==> src/rtl/sm3_cmprss_arb.sv <==
// Round-robin arbiter sharing one SM3 compression core between N_REQ
// message requesters. A grant covers one whole message, from the first beat
// until the core returns the digest. The digest is then registered and
// tagged with the owning requester's ID.
module sm3_cmprss_arb #(
  parameter int N_REQ = 2,
  parameter int ID_W  = 1,
  parameter int DW    = 32
) (
  input  logic                clk,
  input  logic                rst_n,
  input  logic [N_REQ-1:0]    req_vld_i,
  input  logic [N_REQ-1:0]    req_lst_i,
  input  logic [N_REQ*DW-1:0] req_wj_i,
  input  logic [N_REQ*DW-1:0] req_wjj_i,
  output logic [N_REQ-1:0]    req_ena_o,
  output logic [DW-1:0]       core_wj_o,
  output logic [DW-1:0]       core_wjj_o,
  output logic                core_lst_o,
  output logic                core_vld_o,
  input  logic                core_ena_i,
  input  logic [255:0]        core_res_i,
  input  logic                core_res_vld_i,
  output logic [255:0]        res_o,
  output logic [ID_W-1:0]     res_id_o,
  output logic                res_vld_o,
  output logic                busy_o,
  output logic                err_o
);

  typedef enum logic [1:0] {
    ST_IDLE,
    ST_BUSY,
    ST_WAIT_RES
  } state_e;

  state_e          state_q, state_d;
  logic [ID_W-1:0] rr_ptr_q, rr_ptr_d;
  logic [ID_W-1:0] grant_q, grant_d;
  logic [ID_W-1:0] res_id_q, res_id_d;
  logic [255:0]    res_q, res_d;
  logic            res_vld_q, res_vld_d;
  logic            err_q, err_d;

  logic [ID_W-1:0] pick;
  logic [ID_W-1:0] grant_inc;
  logic            beat_vld;
  logic            lst_xfer;
  logic            take_res;

  // Lane mux: the granted requester's beat goes straight to the core.
  assign core_wj_o  = req_wj_i[grant_q*DW +: DW];
  assign core_wjj_o = req_wjj_i[grant_q*DW +: DW];
  assign core_lst_o = req_lst_i[grant_q];
  assign beat_vld   = req_vld_i[grant_q];
  assign lst_xfer   = beat_vld & core_ena_i & core_lst_o;

  // Next round-robin start point: the lane after the one just served.
  assign grant_inc = (grant_q == ID_W'(N_REQ - 1)) ? '0 : grant_q + ID_W'(1);

  // A result is accepted in WAIT_RES, or together with the last beat in BUSY.
  assign take_res = core_res_vld_i &
                    ((state_q == ST_WAIT_RES) || ((state_q == ST_BUSY) && lst_xfer));

  assign res_o     = res_q;
  assign res_id_o  = res_id_q;
  assign res_vld_o = res_vld_q;
  assign err_o     = err_q;
  assign busy_o    = (state_q != ST_IDLE);

  // Round-robin search: first requesting lane at or above rr_ptr, wrapping.
  always_comb begin
    logic            found;
    logic [ID_W-1:0] cand;
    // NOTE: every combinationally assigned variable gets a default first so no
    // path leaves it unassigned, which would otherwise infer a latch.
    pick  = rr_ptr_q;
    found = 1'b0;
    cand  = '0;
    for (int i = 0; i < N_REQ; i++) begin
      cand = ID_W'((int'(rr_ptr_q) + i) % N_REQ);
      if (!found && req_vld_i[cand]) begin
        found = 1'b1;
        pick  = cand;
      end
    end
  end

  // Next-state and handshake logic for the IDLE/BUSY/WAIT_RES controller.
  always_comb begin
    state_d    = state_q;
    rr_ptr_d   = rr_ptr_q;
    grant_d    = grant_q;
    res_d      = res_q;
    res_id_d   = res_id_q;
    res_vld_d  = 1'b0;
    err_d      = err_q;
    core_vld_o = 1'b0;
    req_ena_o  = '0;

    case (state_q)
      ST_IDLE: begin
        if (|req_vld_i) begin
          grant_d = pick;
          state_d = ST_BUSY;
        end
        if (core_res_vld_i) err_d = 1'b1;
      end
      ST_BUSY: begin
        core_vld_o         = beat_vld;
        req_ena_o[grant_q] = core_ena_i;
        if (lst_xfer) begin
          state_d = core_res_vld_i ? ST_IDLE : ST_WAIT_RES;
        end else if (core_res_vld_i) begin
          err_d = 1'b1;
        end
      end
      ST_WAIT_RES: begin
        if (core_res_vld_i) state_d = ST_IDLE;
      end
      default: state_d = ST_IDLE;
    endcase

    if (take_res) begin
      res_d     = core_res_i;
      res_id_d  = grant_q;
      res_vld_d = 1'b1;
      rr_ptr_d  = grant_inc;
    end
  end

  // State and result registers.
  always_ff @(posedge clk or negedge rst_n) begin
    if (!rst_n) begin
      state_q   <= ST_IDLE;
      rr_ptr_q  <= '0;
      grant_q   <= '0;
      // NOTE: the digest register is reset too, because res_o is observable
      // and must read zero after reset rather than stale data.
      res_q     <= '0;
      res_id_q  <= '0;
      res_vld_q <= 1'b0;
      err_q     <= 1'b0;
    end else begin
      // NOTE: non-blocking assignments so every register samples the values
      // from before this edge, independent of statement order.
      state_q   <= state_d;
      rr_ptr_q  <= rr_ptr_d;
      grant_q   <= grant_d;
      res_q     <= res_d;
      res_id_q  <= res_id_d;
      res_vld_q <= res_vld_d;
      err_q     <= err_d;
    end
  end

endmodule

==> config.mk <==
export PLATFORM = sky130hd
export DESIGN_NAME = sm3_cmprss_arb
export DESIGN_NICKNAME = d
export VERILOG_FILES = /design/src/rtl/sm3_cmprss_arb.sv
export SDC_FILE = /design/constraint.sdc
export NUM_CORES = 1
export LEC_CHECK = 0
export BUFFER_PORTS_ARGS = -buffer_cell sky130_fd_sc_hd__buf_4
export CAP_MARGIN = 0
export CORE_AREA = 2 2 277 279
export CTS_CLUSTER_SIZE = 20
export DETAILED_ROUTE_END_ITERATION = 10
export DIE_AREA = 0 0 279 281
export PLACE_DENSITY = 0.48
export RECOVER_POWER = 25
export SLEW_MARGIN = 20
export SYNTH_ARGS = -nofsm -noshare
export SYNTH_HDL_FRONTEND = slang
export SYNTH_SLANG_ARGS = --single-unit
export TNS_END_PERCENT = 100
==> constraint.sdc <==
create_clock -name clk -period 3.8 [get_ports clk]
set_input_delay 0 -clock clk [delete_from_list [all_inputs] [get_ports clk]]
set_output_delay 0 -clock clk [all_outputs]
set_load 0.01 [all_outputs]
==> results_dict.tcl <==
set metrics [dict create \
    rows 101 \
    final_max_slew_viol_count 65 \
    synth_seq_cells 263 \
    worstHoldStart "core_ena_i" \
    yosysTopAreaCell "dfrtp_1" \
    total_power_mw 17.5 \
    portBuffers 719 \
    setup.worst_path.start_class "flop" \
    fin_setup_tns_ps 0 \
    path_max_fanout 51 \
    critical-path-slowest-cell "dfrtp_4" \
    final_nets 3340 \
    postSynthCellCount 2132 \
    initial_utilization_pct 21.9 \
    cp.required_ps 4220 \
    worstMarginPinSlew_ps 1810 \
    cts_root_buf "clkbuf_16" \
    syn_to_final_growth_pct 59.8 \
    dpl-instance-area_mm2 0.0226 \
    min_to "err_o$_DFFE_PN0P_" \
    detail-route-antenna-nets 0 \
    synth_most_common_cell "o22ai_1" \
    gp_congestion 0.991 \
    die_w_um 279 \
    overflow 0 \
    cp_top_family "buffers and inverters" \
    syn_nets 2524 \
    seq_area_frac_synth_pct 39.8 \
    skew_ps 20.4 \
    die_h_um 281 \
    io_pins 720 \
    reg2reg_depth 7 \
    max_stage_delay_ps 790 \
    synth_area_mm2 0.0165 \
    ys_top_cells_by_count "o22ai_1, dfrtp_1, nor2_1" \
    routedWlPerCell_um 18.6 \
    grt_pass1_vias 19700 \
    hold_viol 0 \
    ys_warn_count 0 \
    fin_crit_ps 2910 \
    arrival_ps 3330 \
    track_usage_pct 17.5 \
    powerDensity_mw_per_mm2 662 \
    cts_buffers 37 \
    vias_per_cell 5.07 \
    dp_slack_ps 1360 \
    max_freq_mhz 344 \
    firstDrtPassIters 6 \
    final_area_mm2 0.0264 \
    post_cts_buffers 0 \
    synth_area_leaders "dfrtp_1, o22ai_1, a31oi_1" \
    r2r_setup_slack_ps 890 \
    regToRegStartpoint "state_q[1]$_DFFE_PN0P_" \
    path_cells "buf_4, nand3b_1, a21oi_1, dlygate4sd3_1, nor2_1, nor2_1, dlygate4sd3_1" \
    synth_flop_cell "dfrtp_1" \
    synth_top_area_share_pct 39.8 \
    dp_hpwl_um 47600 \
    htreeDepth 2 \
    cts_tree "done" \
    cts_sinks 263 \
    syn_area_per_cell_um2 7.76 \
    totalWireLength_um 73400 \
    yosysUniqueCellTypes 25 \
    hp-class "input pin to flop" \
    setup_viol 0 \
    max-vdd-ir-drop_v 0.000347 \
    antenna_found_initial 3 \
    async_flop_share_pct 100 \
    clkLatencyLatePin_ps 550 \
    layout_setup_ws_ps 890 \
    failed_checks "capacitance limit, slew limit" \
    drc_errors 0 \
    timing.max_cap.violations 1 \
    grt_setup_unrepaired "false" \
    critPathKind "flop to flop" \
    clock_path_buffers 3 \
    drive_gt1_share_pct 29.4 \
    min_path_cells 5 \
    grt_pass1_wl_um 112000 \
    vias 20100 \
    clkTransAtPathRegs_ps 60 \
    endpoint_kind "flop" \
    period_share_pct 76.6 \
    die-area_mm2 0.0784 \
    synth_edf_count 0 \
    outcome "finished with violations" \
    grt_max_degree 227 \
    maxSlewHeadroom_pct -20.7 \
    power_leakage_nw 12.5 \
    core_area_mm2 0.0754 \
    r2r-end "state_q[1]$_DFFE_PN0P_" \
    drtIter0Drc 1297 \
    cp_num_buf_inv 3 \
]
-- report_power, final --
group          leakage, nW  internal [mW]  switching, mW
Combinational         8.45           4.39           4.42
Sequential            3.39           3.88           1.21
Clock                0.616           2.21           1.41
Total                 12.5           10.5           7.03
-- through the flow --
stage | hold slack (ps) | util [%] | std cells
6_report | 39.0 | 35.0 | 3953
5_1_grt | 35.4 | 35.0 | 3953
4_1_cts | 1.07 | 35.1 | 3951
3_5_place_dp | 11.6 | 29.9 | 3620
3_3_place_gp | 14.5 | 29.9 | 3620
2_1_floorplan | -296 | - | 2132
-- flip-flops by register name (all words and copies together), names as in the netlist --
signal	cells
state_q	2
res_vld_o	1
res_o	256
res_id_o	1
rr_ptr_q	1
grant_q	1
err_o	1
-- cells in the final DEF (no fill, tap or decap) --
cell type	count
a211oi_1	1
a21bo_4	1
a21o_1	1
a21oi_1	258
a21oi_4	1
a31oi_1	257
buf_12	12
buf_4	728
buf_8	1
bufinv_16	2
clkbuf_1	9
clkbuf_16	39
clkbuf_2	2
clkbuf_4	2
clkbuf_8	11
clkinv_2	4
dfrtp_1	260
dfrtp_2	1
dfrtp_4	2
diode_2	2
dlygate4sd3_1	267
inv_1	259
inv_6	1
mux2_2	67
mux2i_1	1
nand2_1	3
nand3_1	1
nand3b_1	2
nand4_2	1
nand4b_1	1
nor2_1	261
nor2b_1	2
nor3_1	1
nor3b_1	1
o21ai_0	1
o22ai_1	512
-- layer usage --
metal	vias to the layer above	GRT usage, %	share of wire [%]
met3	138	3.67	6.3
li1	9547	-	-
met1	9688	22.1	42
met4	2	7.26	3.6
met2	684	29.1	48
met5	-	0	0.014
-- how the worst max path moves through the flow --
stage                            from                     end  slack, ps  cells after the start
6_report       state_q[1]$_DFFE_PN0P_  state_q[1]$_DFFE_PN0P_        890                      7
5_1_grt                         rst_n   res_o[56]$_DFFE_PN0P_        430                      3
4_1_cts        state_q[1]$_DFFE_PN0P_  state_q[1]$_DFFE_PN0P_        910                      7
3_5_place_dp   state_q[1]$_DFFE_PN0P_  res_o[161]$_DFFE_PN0P_       1360                      6
3_3_place_gp   state_q[1]$_DFFE_PN0P_  res_o[203]$_DFFE_PN0P_       1430                      6
2_1_floorplan     grant_q$_DFFE_PN0P_  res_o[157]$_DFFE_PN0P_       2280                      7
-- area by class of cell --
type | count | area, um2
diodes | 2 | 5.00
clock buffers | 57 | 1150
clock inverters | 7 | 88.8
fillers | 7768 | 49000
inverters | 259 | 972
multi-input cells | 1373 | 7980
flip-flops and latches | 263 | 6590
well taps | 978 | 1220
repair buffers | 1014 | 8430
-- cells by family after synthesis --
kind of cell / count (synthesis) / synth area share, %
buf+inv: 496 / 12.1
flops: 263 / 39.8
simple gates: 273 / 6.39
mux: 68 / 4.62
compound gates: 1032 / 37.1
-- repair_timing --
| action | in CTS | in global routing |
|---|---|---|
| hold endpoints to repair | 374 | 0 |
| resized for setup | 0 | 0 |
| hold buffers | 267 | 0 |
-- worst min-delay path, cell delays in order --
cell and delay [ps]:
buf_4 130, nand4_2 150, nand2_1 90, nand2_1 70, a21o_1 100
(Power assumes the default switching activity.)
